===== src/rtl/stack_pkg.sv =====
// Shared constants and op encoding for the pushdown stack.
package stack_pkg;

    localparam int unsigned DEFAULT_WIDTH = 4;
    localparam int unsigned DEFAULT_DEPTH = 8;

    // Encoded directly as {Push, Pop}.
    typedef enum logic [1:0] {
        OP_NOP  = 2'b00,
        OP_POP  = 2'b01,
        OP_PUSH = 2'b10,
        OP_REPL = 2'b11
    } op_e;

endpackage


===== src/rtl/stack_dff.sv =====
// Plain D flip-flop storage cell, no reset (stack contents are don't-care after reset).
module stack_dff (
    input  logic clk_i,
    input  logic d_i,
    output logic q_o
);

    // Capture D on every rising edge.
    always_ff @(posedge clk_i) begin
        q_o <= d_i;
    end

endmodule


===== src/rtl/stack_reg_bank.sv =====
// DEPTH x WIDTH register bank built from stack_dff cells with per-entry hold muxes.
module stack_reg_bank #(
    parameter int unsigned WIDTH = 4,
    parameter int unsigned DEPTH = 8
) (
    input  logic                     clk_i,
    input  logic [DEPTH-1:0]         wr_en_i,
    input  logic [WIDTH-1:0]         wr_data_i,
    output logic [DEPTH*WIDTH-1:0]   entries_o
);

    logic [DEPTH*WIDTH-1:0] d_bus;

    // Hold mux: an entry reloads its own value unless its enable is set.
    always_comb begin
        d_bus = entries_o;
        for (int e = 0; e < DEPTH; e++) begin
            if (wr_en_i[e]) begin
                d_bus[e*WIDTH +: WIDTH] = wr_data_i;
            end
        end
    end

    for (genvar g = 0; g < DEPTH * WIDTH; g++) begin : g_bit
        stack_dff u_dff (
            .clk_i (clk_i),
            .d_i   (d_bus[g]),
            .q_o   (entries_o[g])
        );
    end

endmodule


===== src/rtl/pushdown_stack_ctrl.sv =====
// LIFO stack controller: op decode, Count register, flags, write enables and top-of-stack mux.
module pushdown_stack_ctrl
    import stack_pkg::*;
#(
    parameter int unsigned WIDTH = DEFAULT_WIDTH,
    parameter int unsigned DEPTH = DEFAULT_DEPTH,
    parameter int unsigned CW    = $clog2(DEPTH + 1)
) (
    input  logic             Clk,
    input  logic             Rst_n,
    input  logic             Push,
    input  logic             Pop,
    input  logic [WIDTH-1:0] DataIn,
    output logic [WIDTH-1:0] DataOut,
    output logic [CW-1:0]    Count,
    output logic             Empty,
    output logic             Full,
    output logic             Overflow,
    output logic             Underflow
);

    logic [CW-1:0]          count_q, count_d;
    logic                   ovf_q, ovf_d;
    logic                   unf_q, unf_d;
    logic                   is_empty, is_full;
    op_e                    op;
    logic                   wr_any;
    logic [CW-1:0]          wr_idx;
    logic [DEPTH-1:0]       wr_en;
    logic [DEPTH*WIDTH-1:0] entries;
    logic [WIDTH-1:0]       top_word;

    // Flags are decoded from the registered count only.
    always_comb begin
        op       = op_e'({Push, Pop});
        is_empty = (count_q == '0);
        is_full  = (count_q == CW'(DEPTH));
    end

    // Op decode: next count, error pulses and the single write target.
    always_comb begin
        count_d = count_q;
        ovf_d   = 1'b0;
        unf_d   = 1'b0;
        wr_any  = 1'b0;
        wr_idx  = count_q;
        unique case (op)
            OP_NOP: ;
            OP_PUSH: begin
                if (is_full) begin
                    ovf_d = 1'b1;
                end else begin
                    wr_any  = 1'b1;
                    count_d = count_q + CW'(1);
                end
            end
            OP_POP: begin
                if (is_empty) begin
                    unf_d = 1'b1;
                end else begin
                    count_d = count_q - CW'(1);
                end
            end
            OP_REPL: begin
                // Replace on a non-empty stack; on an empty one it degenerates to a push.
                wr_any = 1'b1;
                if (is_empty) begin
                    wr_idx  = '0;
                    count_d = CW'(1);
                end else begin
                    wr_idx = count_q - CW'(1);
                end
            end
            default: ;
        endcase
    end

    // One-hot (or zero) per-entry load enable.
    always_comb begin
        wr_en = '0;
        for (int i = 0; i < DEPTH; i++) begin
            wr_en[i] = wr_any && (wr_idx == CW'(i));
        end
    end

    // Top-of-stack read mux; zero when empty.
    always_comb begin
        top_word = '0;
        for (int i = 0; i < DEPTH; i++) begin
            if (count_q == CW'(i + 1)) begin
                top_word = entries[i*WIDTH +: WIDTH];
            end
        end
    end

    // Control state with asynchronous active-low reset.
    always_ff @(posedge Clk or negedge Rst_n) begin
        if (!Rst_n) begin
            count_q <= '0;
            ovf_q   <= 1'b0;
            unf_q   <= 1'b0;
        end else begin
            count_q <= count_d;
            ovf_q   <= ovf_d;
            unf_q   <= unf_d;
        end
    end

    stack_reg_bank #(
        .WIDTH (WIDTH),
        .DEPTH (DEPTH)
    ) u_bank (
        .clk_i     (Clk),
        .wr_en_i   (wr_en),
        .wr_data_i (DataIn),
        .entries_o (entries)
    );

    assign DataOut   = top_word;
    assign Count     = count_q;
    assign Empty     = is_empty;
    assign Full      = is_full;
    assign Overflow  = ovf_q;
    assign Underflow = unf_q;

endmodule

===== config.mk =====
export PLATFORM = sky130hd
export DESIGN_NAME = pushdown_stack_ctrl
export DESIGN_NICKNAME = d
export VERILOG_FILES = /design/src/rtl/stack_pkg.sv /design/src/rtl/stack_dff.sv /design/src/rtl/stack_reg_bank.sv /design/src/rtl/pushdown_stack_ctrl.sv
export SDC_FILE = /design/constraint.sdc
export NUM_CORES = 1
export LEC_CHECK = 0
export BUFFER_PORTS_ARGS = -buffer_cell sky130_fd_sc_hd__buf_2
export CAP_MARGIN = 20
export CORE_ASPECT_RATIO = 1.1
export CORE_MARGIN = 8
export CORE_UTILIZATION = 55
export DETAILED_ROUTE_END_ITERATION = 8
export PLACE_DENSITY = 0.82
export REMOVE_ABC_BUFFERS = 1
export SYNTH_ARGS = -nofsm -noshare
export SYNTH_HDL_FRONTEND = slang
export SYNTH_HIERARCHICAL = 1
export SYNTH_SLANG_ARGS = --single-unit

===== constraint.sdc =====
create_clock -name Clk -period 3.1 [get_ports Clk]
set_clock_uncertainty 0.15 [all_clocks]
set_input_delay 0.62 -clock Clk [delete_from_list [all_inputs] [get_ports Clk]]
set_output_delay 0.62 -clock Clk [all_outputs]
set_load 0.05 [all_outputs]

# After elaboration in Yosys (flattened, before gate mapping)
# Index checks and enable logic that the tools add are counted.
# totals
register_bits	38
in_bits	8
# classes
addsub	2
eq_ne	21
muxes	20
reduce_logical	12
# op_table
op	n
4-bit 2-to-1 mux	13
4-bit by 3-bit equality test with 1-bit output (second input constant)	8
4-bit by 2-bit equality test with 1-bit output (second input constant)	4
4-bit case mux with 3 select lines	1
4-bit by 1-bit equality test with 1-bit output (second input constant)	2
1-bit logical AND	8
4-bit zero test	2
2-bit != test (second input constant)	3
1-bit 2-to-1 mux	5
4-bit by 1-bit adder with 4-bit output (second input constant)	1
2-bit equality test (second input constant)	2
4-bit equality test (second input constant)	1
4-bit AND reduction	1
4-bit by 1-bit subtractor with 4-bit output (second input constant)	1
3-bit nonzero test	1
2-bit by 1-bit equality test with 1-bit output (second input constant)	1
1-bit case mux with 2 select lines	1

# Depth between registers and ports, before layout
# Gate-level depths: netlist of the first run.
# logic_depth
ltp_word	9
ltp_mapped	9
mapped_depth_nobuf	8

# Cells and area by module
# Netlist of the first run, hierarchy kept.
# modules_own_cells
module	n_inst	cells_each	area_each_um2	seq_area_each_um2
pushdown_stack_ctrl	1	145	1109.8	150.1
stack_dff	32	1	20.0	20.0
stack_reg_bank	1	32	360.3	0.0

# Least setup slack after synthesis of the first run
# OpenSTA, ideal clock, no wires.
# synth_timing
kind	register to output
startpoint	reg count_q[0], in the netlist Count[0]
endpoint	out DataOut[1]
arrival_time_ns	2.705
slack_ns	-0.375
path_stages_with_launch	8
path_buffers	1
cell_sequence	dfrtp_1 > inv_1 > ha_1 > buf_6 > nor3b_1 > a2111oi_2 > o221ai_1 > a21oi_1
# synth_via
elab_chain_cells	9
word_cells_on_any_way	16
classes_between	8 x eq/ne; 8 x mux
# synth_lines
item	line	rtl
from (decl)	pushdown_stack_ctrl.sv:22	logic [CW-1:0] count_q, count_d;
from (signal assigned)	pushdown_stack_ctrl.sv:103	count_q <= count_d;
4-bit by 1-bit equality test with 1-bit output	pushdown_stack_ctrl.sv:90	if (count_q == CW'(i + 1)) begin
4-bit 2-to-1 mux (7 in a row)	pushdown_stack_ctrl.sv:90	
4-bit 2-to-1 mux *	pushdown_stack_ctrl.sv:90	
to (decl)	pushdown_stack_ctrl.sv:14	output logic [WIDTH-1:0] DataOut,
# Every way passes the cells marked *; elsewhere a longest branch is shown, timed or not.

# Worst setup path in the final report of the first run
# layout_timing
startpoint	reg count_q[1], in the netlist Count[1]
endpoint	out DataOut[3]
# The elaborated chain is that of the path after synthesis.

==> results.py, run 1 <==
metrics = {
    "drt": {
        "ant_nets": 0,
        "vias_per_cell": 6.05,
        "num_vias": 1749,
        "routedWlPerCell_um": 17.8,
        "routed_wl_mm": 5.14,
        "drt_drc_violations_left": 0,
        "first_pass_iters": 4,
        "drt-initial-drc-count": 149,
    },
    "pwr": {
        "p_total_mw": 3.01,
        "p_leak_nw": 0.997,
        "seqPwrFrac_pct": 30.1,
        "irDropWorstVdd_mv": 0.629,
        "p_clk_share_pct": 13.0,
        "sw_frac_of_total_pct": 45.6,
        "p_int_mw": 1.64,
        "powerDensity_mw_per_mm2": 1220,
        "p_switching_mw": 1.37,
        "combPwrFrac_pct": 56.9,
    },
    "min_path": {
        "hold-path-endpoint": "u_bank/g_bit[23].u_dff/q_o",
        "hold_start": "u_bank/g_bit[23].u_dff/q_o",
        "hp-class": "flop to flop",
        "hold_path_depth": 1,
    },
    "yosys": {
        "ys_seq_area_share_pct": 37.5,
        "yosysUniqueCellTypes": 53,
        "synth_edf_count": 0,
        "yosys.area.top_type": "dfxtp_1",
        "netlist_area_mm2": 0.00211,
        "ys.flop_type": "dfxtp_1",
        "netlist_instances": 209,
        "synth_area_leaders": "dfxtp_1 30%, mux2_1 18%, dfrtp_1 7.1%",
        "ys_ff_latch": 38,
        "async_flop_share_pct": 15.8,
        "synth_top_area_share_pct": 30.3,
        "yosysMostFrequentCell": "mux2_1",
        "avgSynthCellArea_um2": 10.1,
        "ys_warn_count": 6,
        "yosys-top-cells-count": "33 x mux2_1, 32 x dfxtp_1, 13 x nor2_1",
    },
    "layout": {
        "seqCellArea_um2": 792,
        "final_area_mm2": 0.00247,
        "final_nets": 251,
        "areaGrowthSynthToFinish_pct": 17.2,
        "final_core_util_pct": 67.7,
        "multiInputGateArea_mm2": 0.00125,
        "num_antenna_cells": 0,
        "num-fill-cells": 282,
        "drive_above_1_share_pct": 26.8,
    },
    "sta": {
        "min_period_over_period_pct": 97.3,
        "relSlewSlack_pct": 65.2,
        "tightest_slew_ps": 523,
        "finalSetupViolations": 0,
        "final-hold-violation-count": 0,
        "fmax_ghz": 0.331,
        "slew_violations": 0,
        "min_period_ps": 3020,
    },
    "clock_tree": {
        "numCtsBuffers": 5,
        "clock_path_buffers": 2,
        "cts_sinks": 38,
        "htreeDepth": 2,
        "path_clk_slew_ps": 80,
        "cts_tree": "built",
        "cts_root_buf": "clkbuf_8",
        "insertion_delay_ps": 290,
    },
    "setup_path": {
        "start_kind": "flop",
        "r2r_end": "u_bank/g_bit[20].u_dff/q_o",
        "cp-end-kind": "output pin",
        "path_cells": "inv_2 > ha_2 > buf_4 > nor2b_1 > a221o_1 > a41oi_1 > o21ai_1 > clkbuf_4",
        "crit_path_max_incr_delay_ps": 480,
        "reg2reg_from": "Count[1]",
        "r2r_setup_slack_ps": 370,
        "ff2ff_path_depth": 9,
        "critical_path_arrival_ps": 2250,
        "cp_max_fo": 9,
        "crit_type": "flop to output pin",
        "required_ps": 2330,
        "slowest_stage": "dfrtp_2",
    },
    "global_routing": {
        "grt_use_total_pct": 18.2,
        "grt_max_degree": 19,
        "grt_pass1_vias": 1736,
        "antenna_found_initial": 0,
        "grt_remaining_overflow": 0,
        "grt_first_pass_wirelength_mm": 8.37,
    },
    "floorplanning": {
        "ios": 20,
        "start_util_pct": 57.8,
        "rows": 23,
        "floorplan.die.width_um": 75.1,
        "die_y_um": 81.0,
        "core_area_mm2": 0.00365,
        "dieArea_mm2": 0.00608,
    },
    "placed_design": {
        "hpwl_mm": 3.75,
        "dpl-instance-area_mm2": 0.00229,
        "port_buffers": 19,
        "gp_congestion": 0.864,
    },
    "run_status": {
        "status": "finished clean",
    },
    "run": {
        "cap_violations": 0,
    },
}
==> how the worst max path moves through the flow <==
stage	start	endpoint	slack, ps
2_1_floorplan	Count[0]	DataOut[0]	-450
3_3_place_gp	Count[1]	DataOut[0]	200
3_5_place_dp	Count[1]	DataOut[0]	90
4_1_cts	Count[0]	DataOut[0]	7
5_1_grt	Count[1]	DataOut[3]	-8
6_report	Count[1]	DataOut[3]	80
==> cell families after synthesis <==
| group | share of synthesized area [%] |
|---|---|
| adder cells (fa/ha/maj) | 2.96 |
| AO/OA/AOI/OAI | 20.2 |
| buffers and inverters | 5.39 |
| AND/OR/NAND/NOR | 13.6 |
| multiplexers | 19.6 |
| flip-flops | 37.5 |
| XOR/XNOR | 0.830 |
==> cell usage in the layout, fill, tap and decap left out, types with 2 or more instances in the layout <==
| cell type | netlist | layout |
|---|---|---|
| clkbuf_4 | 0 | 2 |
| a2111oi_2 | 2 | 3 |
| nand2b_1 | 2 | 2 |
| a311o_1 | 2 | 2 |
| a41oi_1 | 2 | 2 |
| mux2_1 | 33 | 33 |
| nor2_1 | 13 | 13 |
| nand4_1 | 2 | 2 |
| nand3_2 | 2 | 2 |
| o211ai_1 | 4 | 4 |
| nand2_1 | 9 | 9 |
| o21ai_0 | 4 | 4 |
| dfxtp_1 | 32 | 32 |
| mux2i_1 | 3 | 3 |
| a311oi_1 | 2 | 2 |
| dfrtp_1 | 6 | 5 |
| ha_2 | 0 | 2 |
| a31oi_1 | 4 | 4 |
| buf_2 | 7 | 15 |
| clkinvlp_4 | 0 | 2 |
| inv_1 | 7 | 5 |
| nand3b_1 | 5 | 5 |
| a32oi_1 | 2 | 2 |
| a21oi_1 | 12 | 12 |
| nor2b_1 | 8 | 8 |
| a211oi_1 | 2 | 2 |
| ha_4 | 0 | 2 |
| clkbuf_8 | 0 | 5 |
| nor3b_1 | 3 | 3 |
| buf_4 | 3 | 16 |
| a211oi_2 | 2 | 2 |
| o221ai_1 | 2 | 2 |
| inv_2 | 4 | 6 |
==> cell type report <==
cell class | count | share of cell area (%)
clock buffer | 6 | 3.79
inverter | 11 | 1.67
clock inverter | 2 | 0.607
sequential | 38 | 32.0
tap | 50 | 2.53
timing repair buffer | 34 | 8.90
multi-input combinational | 148 | 50.5
==> power groups by stage <==
stage                     Combinational (mW)  Clock [mW]  Sequential, mW
after floorplan                         1.07           0           0.971
after global placement                  1.55           0           0.888
after detailed placement                1.59           0           0.906
after CTS                               1.67       0.397           0.895
after global routing                    1.85       0.419           0.932
final                                   1.71       0.392           0.906
==> registers in the layout, summed over array words and instances (netlist names) <==
signal	flops
Count	4
Underflow	1
Overflow	1
u_bank/g_bit.u_dff/q_o	32
==> per-layer routing <==
metal	GRT usage [%]	wire (µm)	up-vias
met5	0	0	-
met4	8.63	136	0
met3	4.06	207	13
met2	32.4	2720	48
met1	19.8	2080	852
li1	-	-	836
==> worst max-delay path, delay by kind of cell (launching register included) <==
family | cells | cell delay [ps]
compound gates | 3 | 620
buf+inv | 3 | 490
flops | 1 | 480
fa+ha+maj | 1 | 230
simple gates | 1 | 120
==> what timing repair did <==
item / CTS / global route
setup buffers: 2 / 0
resized for setup: 8 / 8
setup endpoints to repair: 4 / 4
pin swaps: 0 / 3
hold buffers: 1 / 0
hold endpoints to repair: 6 / 0
==> per-stage QoR <==
stage	worst slack, ps	std cells	hold slack (ps)	setup TNS, ps
2_1_floorplan	-455	197	174	-1490
3_3_place_gp	198	278	291	0
3_5_place_dp	91.4	278	296	0
4_1_cts	7.35	289	314	0
5_1_grt	-8.13	289	334	-8.13
6_report	82.9	289	310	0
(Power assumes the default switching activity.)
==> run 2: changes to the inputs <==
==> constraint.sdc (replaced) <==
create_clock -name Clk -period 3.1 [get_ports Clk]
set_clock_uncertainty 0.15 [all_clocks]
set_input_delay 0.155 -clock Clk [delete_from_list [all_inputs] [get_ports Clk]]
set_output_delay 0.155 -clock Clk [all_outputs]
set_load 0.05 [all_outputs]
==> results.py, run 2 (same netlist as run 1, synthesis figures left out) <==
metrics = {
    "pwr": {
        "irDropWorstVdd_mv": 0.787,
        "p_leak_nw": 0.950,
        "p_clk_share_pct": 12.0,
        "p_int_mw": 1.49,
        "seqPwrFrac_pct": 32.1,
        "p_switching_mw": 1.33,
        "powerDensity_mw_per_mm2": 1200,
        "sw_frac_of_total_pct": 47.1,
        "combPwrFrac_pct": 55.9,
    },
    "placed_design": {
        "port_buffers": 19,
        "gp_congestion": 0.890,
        "place_inst": 271,
        "dpl-instance-area_mm2": 0.00223,
        "hpwl_mm": 3.69,
    },
    "clock_tree": {
        "cts_sinks": 38,
        "clock_path_buffers": 2,
        "htreeDepth": 2,
        "postCtsSetupBuffers": 0,
        "numCtsBuffers": 5,
        "path_clk_slew_ps": 70,
        "cts_tree": "built",
        "cts_root_buf": "clkbuf_8",
        "insertion_delay_ps": 290,
    },
    "layout": {
        "final_nets": 242,
        "num_antenna_cells": 0,
        "regMostFlops": "u_bank/g_bit.u_dff/q_o",
        "fin_cells": 279,
        "num-fill-cells": 323,
        "final_cell_mix": "33 x mux2_1, 32 x dfxtp_1, 19 x buf_2, 13 x nor2_1, 11 x a21oi_1",
        "largest_reg_flops": 32,
        "drive_above_1_share_pct": 20.5,
        "areaGrowthSynthToFinish_pct": 10.7,
        "final_area_mm2": 0.00234,
        "layout_commonest_cell": "mux2_1",
    },
    "min_path": {
        "hold_path_depth": 2,
        "hp-class": "input pin to flop",
    },
    "floorplanning": {
        "die_y_um": 81.0,
        "rows": 23,
        "core_area_mm2": 0.00365,
        "dieArea_mm2": 0.00608,
        "start_util_pct": 57.8,
        "ios": 20,
        "floorplan.die.width_um": 75.1,
    },
    "drt": {
        "vias_per_cell": 6.35,
        "first_pass_iters": 4,
        "ant_nets": 0,
        "routedWlPerCell_um": 18.9,
        "drt_drc_violations_left": 0,
        "num_vias": 1771,
        "drt-initial-drc-count": 243,
        "routed_wl_mm": 5.27,
    },
    "sta": {
        "final-hold-violation-count": 0,
        "slew_violations": 0,
        "fmax_ghz": 0.344,
        "min_period_over_period_pct": 93.7,
        "relSlewSlack_pct": 66.6,
        "tightest_slew_ps": 501,
        "finalSetupViolations": 0,
        "min_period_ps": 2900,
        "rsz0062_at_grt": "no",
        "finalSetupTns_ps": 0,
    },
    "setup_path": {
        "reg2reg_from": "Count[1]",
        "start_kind": "flop",
        "endpoint": "DataOut[2]",
        "ff2ff_path_depth": 8,
        "critical_path_arrival_ps": 2600,
        "cp-startpoint": "Count[1]",
        "cp-end-kind": "output pin",
        "cp_max_fo": 13,
        "r2r_setup_slack_ps": 200,
        "required_ps": 2790,
        "r2r_end": "u_bank/g_bit[16].u_dff/q_o",
        "crit_type": "flop to output pin",
    },
    "global_routing": {
        "antenna_found_initial": 0,
        "grt_use_total_pct": 18.9,
        "grt_remaining_overflow": 0,
        "grt_first_pass_wirelength_mm": 8.85,
        "grt_max_degree": 19,
        "grt_pass1_vias": 1743,
    },
    "run_status": {
        "status": "finished clean",
    },
    "run": {
        "cap_violations": 0,
    },
}
[run 2: final cells by class]
class,instances,area [µm²],area share (%)
sequential,38,792,33.9
timing repair buffer,25,143,6.10
tap,50,62.6,2.68
clock buffer,7,86.3,3.69
inverter,11,41.3,1.77
multi-input combinational,148,1210,51.9
[run 2: how the worst min path moves through the flow]
stage                         start                          to  slack, ps
final                     DataIn[3]   u_bank/g_bit[7].u_dff/q_o         50
after floorplan               Rst_n                    Count[0]       -290
after detailed placement      Rst_n                    Overflow       -170
after CTS                 DataIn[3]   u_bank/g_bit[7].u_dff/q_o         40
after global placement        Rst_n                   Underflow       -170
after global routing      DataIn[3]  u_bank/g_bit[27].u_dff/q_o         60
[run 2: timing repair]
| action | 4_1_cts | 5_1_grt |
|---|---|---|
| hold buffers | 1 | 0 |
| endpoints found under the hold margin | 6 | 0 |
| setup endpoints to repair | 0 | 7 |
| gates resized for setup | 0 | 3 |
[run 2: worst max-delay path: stages, from the launching register on]
cell       delay (ps)
dfrtp_1           490
inv_1             170
ha_1              390
nor3b_1           230
a2111oi_2         360
o221ai_1          230
a21oi_1           160
buf_2             270
[run 2: power by group through the flow]
stage / combinational [mW] / sequential, mW / clock, mW
after global placement: 1.51 / 0.888 / 0
after floorplan: 1.07 / 0.971 / 0
after detailed placement: 1.55 / 0.907 / 0
final: 1.57 / 0.902 / 0.338
after CTS: 1.56 / 0.897 / 0.344
after global routing: 1.69 / 0.928 / 0.365
[run 2: routing by layer]
| layer | GRT usage (%) | routed length [µm] | up-vias | part of all wire (%) |
|---|---|---|---|---|
| met3 | 4.06 | 410 | 17 | 7.8 |
| met2 | 30.9 | 2630 | 87 | 50 |
| li1 | - | - | 822 | - |
| met4 | 7.65 | 142 | 0 | 2.7 |
| met1 | 23.3 | 2090 | 845 | 40 |
| met5 | 0 | 0 | - | 0 |
[run 2: stage by stage]
stage          total power, mW  util [%]  hold WS (ps)  worst slack (ps)
3_5_place_dp              2.45      61.1          -169               190
2_1_floorplan             2.04         -          -291              10.0
3_3_place_gp              2.40      61.1          -165               317
5_1_grt                   2.99      64.0          61.6              8.81
4_1_cts                   2.80      63.7          41.4              88.8
6_report                  2.81      64.0          45.1               196
==> run 3: changes to the inputs <==
--- a/config.mk
+++ b/config.mk
@@ -9,9 +9,9 @@
 export CAP_MARGIN = 20
 export CORE_ASPECT_RATIO = 1.1
 export CORE_MARGIN = 8
-export CORE_UTILIZATION = 55
+export CORE_UTILIZATION = 44
 export DETAILED_ROUTE_END_ITERATION = 8
-export PLACE_DENSITY = 0.82
+export PLACE_DENSITY = 0.69
 export REMOVE_ABC_BUFFERS = 1
 export SYNTH_ARGS = -nofsm -noshare
 export SYNTH_HDL_FRONTEND = slang
==> results.py, run 3 (same netlist as run 1, synthesis figures left out) <==
metrics = {
    "run_status": {
        "status": "finished clean",
    },
    "layout": {
        "num_antenna_cells": 0,
        "regMostFlops": "u_bank/g_bit.u_dff/q_o",
        "layout_commonest_cell": "mux2_1",
        "largest_reg_flops": 32,
        "final_core_util_pct": 50.9,
        "final_nets": 243,
        "areaGrowthSynthToFinish_pct": 11.4,
        "num-fill-cells": 437,
        "final_cell_mix": "33 x mux2_1, 32 x dfxtp_1, 19 x buf_2, 13 x nor2_1, 12 x a21oi_1",
        "drive_above_1_share_pct": 20.9,
    },
    "clock_tree": {
        "path_clk_slew_ps": 70,
        "htreeDepth": 2,
        "cts_tree": "built",
        "insertion_delay_ps": 300,
        "cts_sinks": 38,
        "numCtsBuffers": 5,
        "postCtsSetupBuffers": 0,
        "clock_path_buffers": 2,
        "cts_root_buf": "clkbuf_8",
    },
    "drt": {
        "num_vias": 1633,
        "routedWlPerCell_um": 17.9,
        "ant_nets": 0,
        "first_pass_iters": 5,
        "routed_wl_mm": 5.12,
        "vias_per_cell": 5.71,
        "drt_drc_violations_left": 0,
        "drt-initial-drc-count": 104,
    },
    "sta": {
        "rsz0062_at_grt": "no",
        "min_period_ps": 2910,
        "worst_slack_ps": 189,
        "finalSetupTns_ps": 0,
        "tightest_slew_ps": 616,
        "final-hold-violation-count": 0,
        "finalSetupViolations": 0,
        "min_period_over_period_pct": 93.9,
        "slew_violations": 0,
        "relSlewSlack_pct": 59.0,
        "fmax_ghz": 0.343,
    },
    "global_routing": {
        "grt_use_total_pct": 15.3,
        "grt_first_pass_wirelength_mm": 8.65,
        "grt_max_degree": 19,
        "grt_pass1_vias": 1681,
        "antenna_found_initial": 0,
        "grt_remaining_overflow": 0,
    },
    "setup_path": {
        "slowest_stage": "ha_1",
        "crit_type": "flop to output pin",
        "path_cells": "inv_1 > ha_1 > a21oi_1 > a221oi_1 > o221ai_1 > a21oi_1 > buf_2",
        "critPathBufInv": 2,
        "cp_max_fo": 17,
        "critical_path.most_common_cell": "a21oi_1",
        "start_kind": "flop",
        "critical_path_arrival_ps": 2610,
        "crit_family": "compound AO/OA/AOI/OAI gates",
        "required_ps": 2790,
        "crit_path_max_incr_delay_ps": 560,
        "cp-end-kind": "output pin",
    },
    "min_path": {
        "hp-class": "input pin to asynchronous set/reset pin",
    },
    "placed_design": {
        "hpwl_mm": 3.66,
        "port_buffers": 19,
        "place_ws_ps": 284,
        "gp_congestion": 0.825,
    },
    "floorplanning": {
        "start_util_pct": 45.7,
        "dieArea_mm2": 0.00727,
        "die_y_um": 88.6,
        "ios": 20,
        "rows": 26,
        "core_area_mm2": 0.00462,
        "floorplan.die.width_um": 82.0,
    },
    "run": {
        "cap_violations": 0,
    },
    "pwr": {
        "powerDensity_mw_per_mm2": 1190,
        "p_total_mw": 2.80,
        "p_leak_nw": 0.953,
        "irDropWorstVdd_mv": 0.565,
    },
}
-- run 3: cell count changes in the layout (fill, tap and decap cells not counted), sizes merged --
cell	delta
buf	+1
-- run 3: final cells by class --
cell class / instances / area, µm² / share of cell area [%]
clock buffer: 7 / 86.3 / 3.67
multi-input combinational: 148 / 1210 / 51.5
inverter: 11 / 41.3 / 1.76
tap: 56 / 70.1 / 2.98
timing repair buffer: 26 / 150 / 6.39
sequential: 38 / 792 / 33.7
-- run 3: report_power, final --
group / total (mW) / leakage, nW / switching, mW / internal [mW]
logic: 1.55 / 0.564 / 0.964 / 0.586
registers: 0.913 / 0.345 / 0.177 / 0.736
clock network: 0.337 / 0.0443 / 0.161 / 0.176
-- run 3: worst register-to-register path, cell delays in order, from the launching register on --
cell      delay [ps]
dfrtp_1          470
inv_1            200
ha_2             390
nand3_2          170
inv_2            120
o31a_1           220
o211ai_1         130
a21oi_1          390
mux2_1           380
-- run 3: through the flow --
stage	hold WS (ps)	std cells	area, µm²
global route	65.4	286	2350
finish	52.2	286	2350
floorplan	-291	197	2040
detailed placement	-163	278	2250
CTS	47.1	286	2340
global placement	-161	278	2250
-- run 3: timing repair --
action | in CTS | in global routing
hold endpoints to repair | 6 | 0
setup endpoints to repair | 0 | 3
resized for setup | 0 | 3
hold buffers | 1 | 0
-- run 3: path summary, 6_finish.rpt --
path	start	endpoint	slack [ps]	cells after the start
min in group Clk	DataIn[0]	u_bank/g_bit[24].u_dff/q_o	50	2
max in group asynchronous	Rst_n	Count[0]	2590	2
min reg2reg	u_bank/g_bit[2].u_dff/q_o	u_bank/g_bit[2].u_dff/q_o	310	1
max	Count[0]	DataOut[1]	190	7
max reg2reg	Count[1]	u_bank/g_bit[20].u_dff/q_o	370	8
min	Rst_n	Underflow	50	2
-- run 3: routing by layer --
layer | part of all wire, % | GRT usage [%] | vias up
li1 | - | - | 813
met1 | 48 | 19.7 | 776
met2 | 46 | 24.1 | 37
met3 | 4.3 | 3.76 | 7
met4 | 1.9 | 5.43 | 0
met5 | 0 | 0 | -
